<file path="config.mk">
export PLATFORM = sky130hd
export DESIGN_NAME = ascon_out_collector
export DESIGN_NICKNAME = d
export VERILOG_FILES = /design/src/rtl/ascon_out_collector_pkg.sv /design/src/rtl/ascon_out_collector_fifo.sv /design/src/rtl/ascon_out_collector.sv
export SDC_FILE = /design/constraint.sdc
export NUM_CORES = 1
export LEC_CHECK = 0
export ABC_AREA = 1
export CAP_MARGIN = 15
export CORE_MARGIN = 5
export CORE_UTILIZATION = 52
export CTS_CLUSTER_SIZE = 30
export DETAILED_ROUTE_END_ITERATION = 8
export PLACE_DENSITY = 0.75
export SYNTH_ARGS = -nofsm -noshare
export SYNTH_HDL_FRONTEND = slang
export SYNTH_SLANG_ARGS = --single-unit
</file>
<file path="constraint.sdc">
create_clock -name clk -period 4.7 [get_ports clk]
set_input_delay 0.94 -clock clk [delete_from_list [all_inputs] [get_ports clk]]
set_output_delay 0.94 -clock clk [all_outputs]
set_load 0.02 [all_outputs]
</file>
<file path="src/rtl/ascon_out_collector_pkg.sv">
// Shared constants for the Ascon output collector: stream type codes, modes,
// tag geometry and the collector state encoding.
// Pure declarations; no logic, no latency, no flow control.
package ascon_pkg;

  localparam logic [3:0] TYPE_EMPTY  = 4'd0;
  localparam logic [3:0] TYPE_ASSOC  = 4'd1;
  localparam logic [3:0] TYPE_PLAIN  = 4'd2;
  localparam logic [3:0] TYPE_CIPHER = 4'd3;
  localparam logic [3:0] TYPE_TAG    = 4'd4;

  localparam logic MODE_DEC = 1'b0;
  localparam logic MODE_ENC = 1'b1;

  localparam int TAG_WORDS  = 4;
  localparam int TAG_LENGTH = 128;

  typedef enum logic [2:0] {
    ST_IDLE,
    ST_COLLECT,
    ST_CHECK,
    ST_DRAIN,
    ST_DISCARD
  } state_t;

endpackage

</file>
<file path="src/rtl/ascon_out_collector_fifo.sv">
// Generic synchronous FIFO with show-ahead read data and occupancy count.
// Latency: pushed word visible on o_pop_dat the cycle after the push.
// Backpressure: pushes while full and pops while empty are ignored.
module ascon_sync_fifo #(
  parameter int WIDTH = 32,
  parameter int DEPTH = 16
) (
  input  logic                       clk,
  input  logic                       rst_n,
  input  logic                       i_push,
  input  logic [WIDTH-1:0]           i_push_dat,
  input  logic                       i_pop,
  output logic [WIDTH-1:0]           o_pop_dat,
  output logic                       o_full,
  output logic                       o_empty,
  output logic [$clog2(DEPTH):0]     o_count
);

  localparam int AW = $clog2(DEPTH);

  logic [WIDTH-1:0] r_mem [DEPTH];
  logic [AW:0]      r_wr_ptr;
  logic [AW:0]      r_rd_ptr;

  assign o_count   = r_wr_ptr - r_rd_ptr;
  assign o_full    = (o_count == (AW+1)'(DEPTH));
  assign o_empty   = (r_wr_ptr == r_rd_ptr);
  assign o_pop_dat = r_mem[r_rd_ptr[AW-1:0]];

  // Storage array; contents need no reset since empty masks them.
  always_ff @(posedge clk) begin
    if (i_push && !o_full) begin
      r_mem[r_wr_ptr[AW-1:0]] <= i_push_dat;
    end
  end

  // Read/write pointers with one extra wrap bit to tell full from empty.
  always_ff @(posedge clk or negedge rst_n) begin
    if (!rst_n) begin
      r_wr_ptr <= '0;
      r_rd_ptr <= '0;
    end else begin
      if (i_push && !o_full) r_wr_ptr <= r_wr_ptr + 1'b1;
      if (i_pop && !o_empty) r_rd_ptr <= r_rd_ptr + 1'b1;
    end
  end

endmodule

</file>
<file path="src/rtl/ascon_out_collector.sv">
// Collects the Ascon core output stream, assembles the tag, and releases the
// message (plus tag in ENC) only after authentication; first out_valid two
// cycles after the last tag word. Core side has no backpressure; the output
// holds while out_ready is low. Optional counters: ASCON_COLLECT_STATS_EN.
module ascon_out_collector
  import ascon_pkg::*;
#(
  parameter int DEPTH = 16
) (
  input  logic                   clk,
  input  logic                   rst_n,
  input  logic                   mode,
  input  logic [TAG_LENGTH-1:0]  exp_tag,
  input  logic [31:0]            in_data,
  input  logic [3:0]             in_type,
  input  logic                   in_valid,
  input  logic                   in_last,
  output logic [31:0]            out_data,
  output logic [3:0]             out_type,
  output logic                   out_valid,
  input  logic                   out_ready,
  output logic                   out_last,
  output logic                   auth_ok,
  output logic                   auth_fail,
  output logic                   err,
`ifdef ASCON_COLLECT_STATS_EN
  output logic                   busy,
  output logic [15:0]            msg_count,
  output logic [15:0]            fail_count
`else
  output logic                   busy
`endif
);

  localparam int CW = $clog2(DEPTH) + 1;

  state_t                r_state, w_state_nxt;
  logic                  r_mode;
  logic [TAG_LENGTH-1:0] r_tag;
  logic [2:0]            r_tag_cnt, w_tag_cnt_nxt;
  logic                  r_bad, r_seen_tag, r_err;
  logic [2:0]            r_tag_idx;
  logic [31:0]           r_out_data;
  logic [3:0]            r_out_type;
  logic                  r_out_valid, r_out_last, r_auth_ok, r_auth_fail;

  logic        w_in_msg, w_in_tag, w_in_word, w_collecting;
  logic        w_push, w_pop, w_load, w_proto_err, w_late_err, w_ok, w_fail, w_clear;
  logic        w_fifo_full, w_fifo_empty, w_have_more, w_slot_free, w_pass;
  logic [31:0] w_fifo_dat, w_tag_word;
  logic [CW-1:0] w_fifo_cnt;

  ascon_sync_fifo #(.WIDTH(32), .DEPTH(DEPTH)) u_fifo (
    .clk        (clk),
    .rst_n      (rst_n),
    .i_push     (w_push),
    .i_push_dat (in_data),
    .i_pop      (w_pop),
    .o_pop_dat  (w_fifo_dat),
    .o_full     (w_fifo_full),
    .o_empty    (w_fifo_empty),
    .o_count    (w_fifo_cnt)
  );

  assign w_in_msg     = in_valid && (in_type == TYPE_PLAIN || in_type == TYPE_CIPHER);
  assign w_in_tag     = in_valid && (in_type == TYPE_TAG);
  assign w_in_word    = w_in_msg || w_in_tag;
  assign w_collecting = (r_state == ST_IDLE) || (r_state == ST_COLLECT);
  assign w_pass       = !r_bad && ((r_mode == MODE_ENC) || (r_tag == exp_tag));
  assign w_slot_free  = !r_out_valid || out_ready;
  assign w_have_more  = !w_fifo_empty ||
                        ((r_mode == MODE_ENC) && (r_tag_idx < 3'(TAG_WORDS)));

  // Tag count saturates one past the legal maximum so overruns stay visible.
  always_comb begin
    w_tag_cnt_nxt = r_tag_cnt;
    if (w_in_tag && r_tag_cnt != 3'd5) w_tag_cnt_nxt = r_tag_cnt + 3'd1;
  end

  // Select the tag word to emit, most significant word first.
  always_comb begin
    w_tag_word = r_tag[127:96];
    case (r_tag_idx[1:0])
      2'd0:    w_tag_word = r_tag[127:96];
      2'd1:    w_tag_word = r_tag[95:64];
      2'd2:    w_tag_word = r_tag[63:32];
      default: w_tag_word = r_tag[31:0];
    endcase
  end

  // Next-state and per-cycle control; CHECK already loads the first output
  // word so it appears together with the auth pulse.
  always_comb begin
    w_state_nxt = r_state;
    w_push      = 1'b0;
    w_pop       = 1'b0;
    w_load      = 1'b0;
    w_proto_err = 1'b0;
    w_late_err  = 1'b0;
    w_ok        = 1'b0;
    w_fail      = 1'b0;
    w_clear     = 1'b0;
    case (r_state)
      ST_IDLE, ST_COLLECT: begin
        if (w_in_word) begin
          w_state_nxt = ST_COLLECT;
          if (w_in_msg) begin
            if (r_seen_tag || w_fifo_full) w_proto_err = 1'b1;
            else                           w_push      = 1'b1;
          end
          if (w_in_tag && r_tag_cnt >= 3'(TAG_WORDS)) w_proto_err = 1'b1;
          if (in_last) begin
            w_state_nxt = ST_CHECK;
            if (w_tag_cnt_nxt != 3'(TAG_WORDS)) w_proto_err = 1'b1;
          end
        end
      end
      ST_CHECK: begin
        w_late_err = w_in_word;
        if (w_pass) begin
          w_ok        = 1'b1;
          w_state_nxt = ST_DRAIN;
          w_load      = w_have_more;
          w_pop       = w_have_more && !w_fifo_empty;
        end else begin
          w_fail      = 1'b1;
          w_state_nxt = ST_DISCARD;
        end
      end
      ST_DRAIN: begin
        w_late_err = w_in_word;
        if (w_slot_free) begin
          if (w_have_more) begin
            w_load = 1'b1;
            w_pop  = !w_fifo_empty;
          end else begin
            w_state_nxt = ST_IDLE;
            w_clear     = 1'b1;
          end
        end
      end
      ST_DISCARD: begin
        w_late_err = w_in_word;
        if (!w_fifo_empty) begin
          w_pop = 1'b1;
        end else begin
          w_state_nxt = ST_IDLE;
          w_clear     = 1'b1;
        end
      end
      default: w_state_nxt = ST_IDLE;
    endcase
  end

  // State register.
  always_ff @(posedge clk or negedge rst_n) begin
    if (!rst_n) r_state <= ST_IDLE;
    else        r_state <= w_state_nxt;
  end

  // Message bookkeeping: mode latch, tag shift register, error flags.
  always_ff @(posedge clk or negedge rst_n) begin
    if (!rst_n) begin
      r_mode      <= MODE_DEC;
      r_tag       <= '0;
      r_tag_cnt   <= '0;
      r_bad       <= 1'b0;
      r_seen_tag  <= 1'b0;
      r_err       <= 1'b0;
      r_auth_ok   <= 1'b0;
      r_auth_fail <= 1'b0;
    end else begin
      r_auth_ok   <= w_ok;
      r_auth_fail <= w_fail;
      if (w_proto_err || w_late_err) r_err <= 1'b1;
      if (r_state == ST_IDLE && w_in_word) r_mode <= mode;
      if (w_collecting && w_in_tag) r_tag <= {r_tag[95:0], in_data};
      if (w_clear) begin
        r_tag_cnt  <= '0;
        r_bad      <= 1'b0;
        r_seen_tag <= 1'b0;
      end else begin
        if (w_collecting && w_in_tag) begin
          r_tag_cnt  <= w_tag_cnt_nxt;
          r_seen_tag <= 1'b1;
        end
        if (w_proto_err) r_bad <= 1'b1;
      end
    end
  end

  // Output register: loads message words then (ENC) tag words, holds while stalled.
  always_ff @(posedge clk or negedge rst_n) begin
    if (!rst_n) begin
      r_out_data  <= '0;
      r_out_type  <= TYPE_EMPTY;
      r_out_valid <= 1'b0;
      r_out_last  <= 1'b0;
      r_tag_idx   <= '0;
    end else begin
      if (w_load) begin
        r_out_valid <= 1'b1;
        if (!w_fifo_empty) begin
          r_out_data <= w_fifo_dat;
          r_out_type <= (r_mode == MODE_ENC) ? TYPE_CIPHER : TYPE_PLAIN;
          r_out_last <= (r_mode == MODE_DEC) && (w_fifo_cnt == CW'(1));
        end else begin
          r_out_data <= w_tag_word;
          r_out_type <= TYPE_TAG;
          r_out_last <= (r_tag_idx == 3'(TAG_WORDS - 1));
        end
      end else if (out_ready) begin
        r_out_valid <= 1'b0;
        r_out_last  <= 1'b0;
      end
      if (w_clear)                      r_tag_idx <= '0;
      else if (w_load && w_fifo_empty)  r_tag_idx <= r_tag_idx + 3'd1;
    end
  end

`ifdef ASCON_COLLECT_STATS_EN
  logic [15:0] r_msg_count, r_fail_count;

  // Saturating counters of authentication outcomes.
  always_ff @(posedge clk or negedge rst_n) begin
    if (!rst_n) begin
      r_msg_count  <= '0;
      r_fail_count <= '0;
    end else begin
      if ((w_ok || w_fail) && r_msg_count != 16'hFFFF) r_msg_count  <= r_msg_count + 16'd1;
      if (w_fail && r_fail_count != 16'hFFFF)          r_fail_count <= r_fail_count + 16'd1;
    end
  end

  assign msg_count  = r_msg_count;
  assign fail_count = r_fail_count;
`endif

  assign out_data  = r_out_data;
  assign out_type  = r_out_type;
  assign out_valid = r_out_valid;
  assign out_last  = r_out_last;
  assign auth_ok   = r_auth_ok;
  assign auth_fail = r_auth_fail;
  assign err       = r_err;
  assign busy      = (r_state != ST_IDLE);

endmodule
</file>
==> summary.md <==
| Metric | Value |
|---|---|
| Worst path most repeated cell | `nand2_1` |
| Crit path max fanout | `17` |
| Cell area after synthesis | `30000 um2` |
| Worst-Margin Slew | `1.09 ns` |
| Critical path type | `reg2reg` |
| H-tree depth | `3` |
| DR DRC count | `0` |
| Starting density of the core | `0.523` |
| Status | `finished, final reports clean` |
| GR Overflow Total | `0` |
| Register bit total from synthesis | `702` |
| Max-cap viol count | `0` |
| Arr. time, crit path | `3.82 ns` |
| CTS tree | `done` |
| Via count | `21679` |
| CP delay by family, top | `simple AND/OR/NAND/NOR gates` |
| Final GP Congestion | `0.900` |
| FF-to-FF End | `u_fifo.r_mem[6][10]$_DFFE_PP_` |
| CP peak stage delay | `0.44 ns` |
| Starting DRC count in detailed routing | `2609` |
| Register Area | `20100 um2` |
| Crit path required time | `4.96 ns` |
| Clk root buf | `clkbuf_16` |
| Worst-path clk slew | `0.06 ns` |
| Final instance area | `35200 um2` |
| Worst Path Buf+Inv | `4` |
| Post-CTS Hold Buffers | `0` |
| Crit. End Element | `register` |
| Sink Count | `702` |
| Hpwl dp | `51100 um` |
| Final worst path period need | `3.56 ns` |
| Slowest-stage cell, CP | `dfrtp_1` |
| P per Cell Area | `597 nW/um2` |
| Final hold vios | `0` |
| Synth top area cells | `edfxtp_1 (51%), dfrtp_1 (16%), o21ai_0 (6.4%)` |
| FF-to-FF setup slack | `1.14 ns` |
| Reg-to-Reg Start | `u_fifo.r_wr_ptr[0]$_DFFE_PN0P_` |
| Fill cell count | `4326` |
| GRT Total Usage | `0.248` |
| Row cnt | `88` |
| Gates resized, CTS repair | `0` |
| Largest net degree at the start of global routing | `119` |
| Mapped Cells | `2714` |
| Post-Syn Nets | `2901` |
| Syn Area/Cell | `11.0 um2` |
| Die height | `250 um` |
| Worst vdd rail ir drop | `665 uV` |
| Area Overhead vs Synth | `17.5%` |
| Total Nets Final | `3074` |
| Worst setup SP type | `register` |
| Ys Warns | `0` |
| Total Routed Length | `80200 um` |
| Num CTS Buffers | `68` |
| Overall power | `21000 uW` |
| # port buffers | `210` |
| Most instantiated library cell after synthesis | `edfxtp_1` |
| Synth area leader | `edfxtp_1` |
| CTS Buffer Depth | `3` |
| EDFF count, synth | `512` |
| Final Cycle Share | `0.758` |
| Async set-reset flop share out of synthesis | `0.271` |
| Max-Slew Margin vs Limit | `0.277` |
| Setup slack after layout | `1.14 ns` |
| Total negative slack | `0 ns` |
| Post-CTS Setup Bufs | `0` |
| Setup Slack @ Placement | `0.771 ns` |
| Fin util | `0.614` |
| Crit path cell chain | `inv_1, ha_1, inv_1, fa_1, nand3_1, nand2_1, xor2_1, nor3_1, nand2_1, nand2_1, nor3_4, inv_2, nor3_2, buf_4` |
| Top_reg_cell synth | `edfxtp_1` |
| Clk Latency, worst-skew pair | `0.61 ns` |
| Wire per inst | `21.6 um` |
| Ports | `212` |
| Pre-Repair DR Iteration Count | `5` |
| DIE AREA | `62500 um2` |
| Avg Vias per Cell | `5.85` |
| Multi-input gate area | `8890 um2` |
| Area post-placement | `33000 um2` |
| Synth cell count leaders | `edfxtp_1 (512), nand2_1 (470), o21ai_0 (383)` |
| Die W | `250 um` |
| Library cells used by synthesis | `36` |
| Hold Crit Class | `in2async` |
| Core Area | `57400 um2` |
| RSZ-0062 raised after global routing | `false` |
| Max-slew violations | `0` |
| Share of layout cells above drive strength 1 | `0.0653` |
| Routed Antenna Nets | `0` |
| Final clock skew | `0.0280 ns` |
| Pleak | `0.0129 uW` |
| Vias in the first global route | `21018` |
| Fmax | `281 MHz` |
| Setup Viol. Count Final | `0` |
| Top-area cell type share of the netlist area | `0.513` |
| First-pass GRT wire length | `123000 um` |
| Sequential fraction of the synthesis area | `0.672` |
| R2R depth | `14` |
| Initial antenna violation count | `2` |
## cells by family after synthesis
| kind of cell | Yosys count | synth area share |
|---|---|---|
| xor+xnor | 132 | 0.0388 |
| simple gates | 924 | 0.123 |
| buf+inv | 277 | 0.0353 |
| fa+ha+maj | 17 | 0.00735 |
| other cells | 1 | 0.000125 |
| flops | 702 | 0.672 |
| compound gates | 661 | 0.124 |
## per-stage QoR
step | hold WS (ns) | std cells
finish | 0.403 | 3706
global route | 0.447 | 3706
CTS | 0.421 | 3704
detailed placement | 0.480 | 3582
global placement | 0.484 | 3582
floorplan | 0.470 | 2714
## state kept, by name, indices dropped and copies added, names as in the netlist
register and flops:
auth_fail 1, r_seen_tag 1, err 1, r_bad 1, out_data 32, out_last 1
r_tag 128, u_fifo.r_wr_ptr 5, auth_ok 1, r_tag_idx 3, out_type 3, r_mode 1
u_fifo.r_mem 512, r_tag_cnt 3, r_state 3, u_fifo.r_rd_ptr 5, out_valid 1
## report_power, final
group	total [uW]	switching, uW	internal, uW
Combinational	7280	4770	2510
Clock	5480	2290	3190
Sequential	8280	837	7450
## cell type report
type,instances,share of cell area
Sequential cell,702,0.571
Multi-Input combinational cell,1735,0.252
Timing Repair Buffer,264,0.0730
Clock buffer,87,0.0525
Tap cell,765,0.0272
Inverter,116,0.0125
Clock inverter,35,0.0110
Antenna cell,2,0.000142
## layout by cell type, fill, tap and decap left out, types with 2 or more instances in the layout
cell type,netlist,routed
edfxtp_1,512,512
nand2_1,470,468
o21ai_0,383,383
nor2_1,318,314
clkdlybuf4s50_1,0,209
dfrtp_1,190,188
xnor2_1,121,121
nand3_1,112,112
inv_1,109,108
a21oi_1,71,71
clkbuf_16,0,68
o221ai_1,64,64
o22ai_1,64,64
buf_4,1,49
o21ai_1,41,41
a22oi_1,32,32
ha_1,16,15
nor3_2,0,12
clkinv_1,3,10
xor2_1,10,10
clkbuf_1,139,10
clkinv_2,0,9
clkbuf_8,0,8
bufinv_16,0,7
inv_6,0,6
clkinvlp_4,0,5
buf_12,0,5
inv_2,4,4
nor3_1,16,4
nor2_4,1,4
nand4_1,3,3
diode_2,0,2
nand2_2,1,2
a31oi_1,2,2
clkbuf_4,0,2
## worst max path at each step
stage,from,end,slack (ns),depth (start not counted)
2_1_floorplan,u_fifo.r_rd_ptr[2]$_DFFE_PN0P_,u_fifo.r_mem[10][0]$_DFFE_PP_,-0.38,14
3_3_place_gp,exp_tag[28],out_data[10]$_DFFE_PN0P_,0.81,16
3_5_place_dp,exp_tag[29],out_data[8]$_DFFE_PN0P_,0.77,16
4_1_cts,u_fifo.r_wr_ptr[0]$_DFFE_PN0P_,u_fifo.r_mem[6][10]$_DFFE_PP_,1.16,14
5_1_grt,u_fifo.r_wr_ptr[0]$_DFFE_PN0P_,u_fifo.r_mem[6][10]$_DFFE_PP_,0.95,14
6_report,u_fifo.r_wr_ptr[0]$_DFFE_PN0P_,u_fifo.r_mem[6][10]$_DFFE_PP_,1.14,14
## metal layers
metal / GRT usage / up-vias / wire, um / share of wire
li1: - / 9871 / - / -
met1: 0.350 / 10589 / 32800 / 0.41
met2: 0.391 / 1082 / 37800 / 0.47
met3: 0.0478 / 137 / 7280 / 0.091
met4: 0.0865 / 0 / 2270 / 0.028
met5: 0 / - / 0 / 0
No activity file was read; power rests on OpenSTA's default activity.
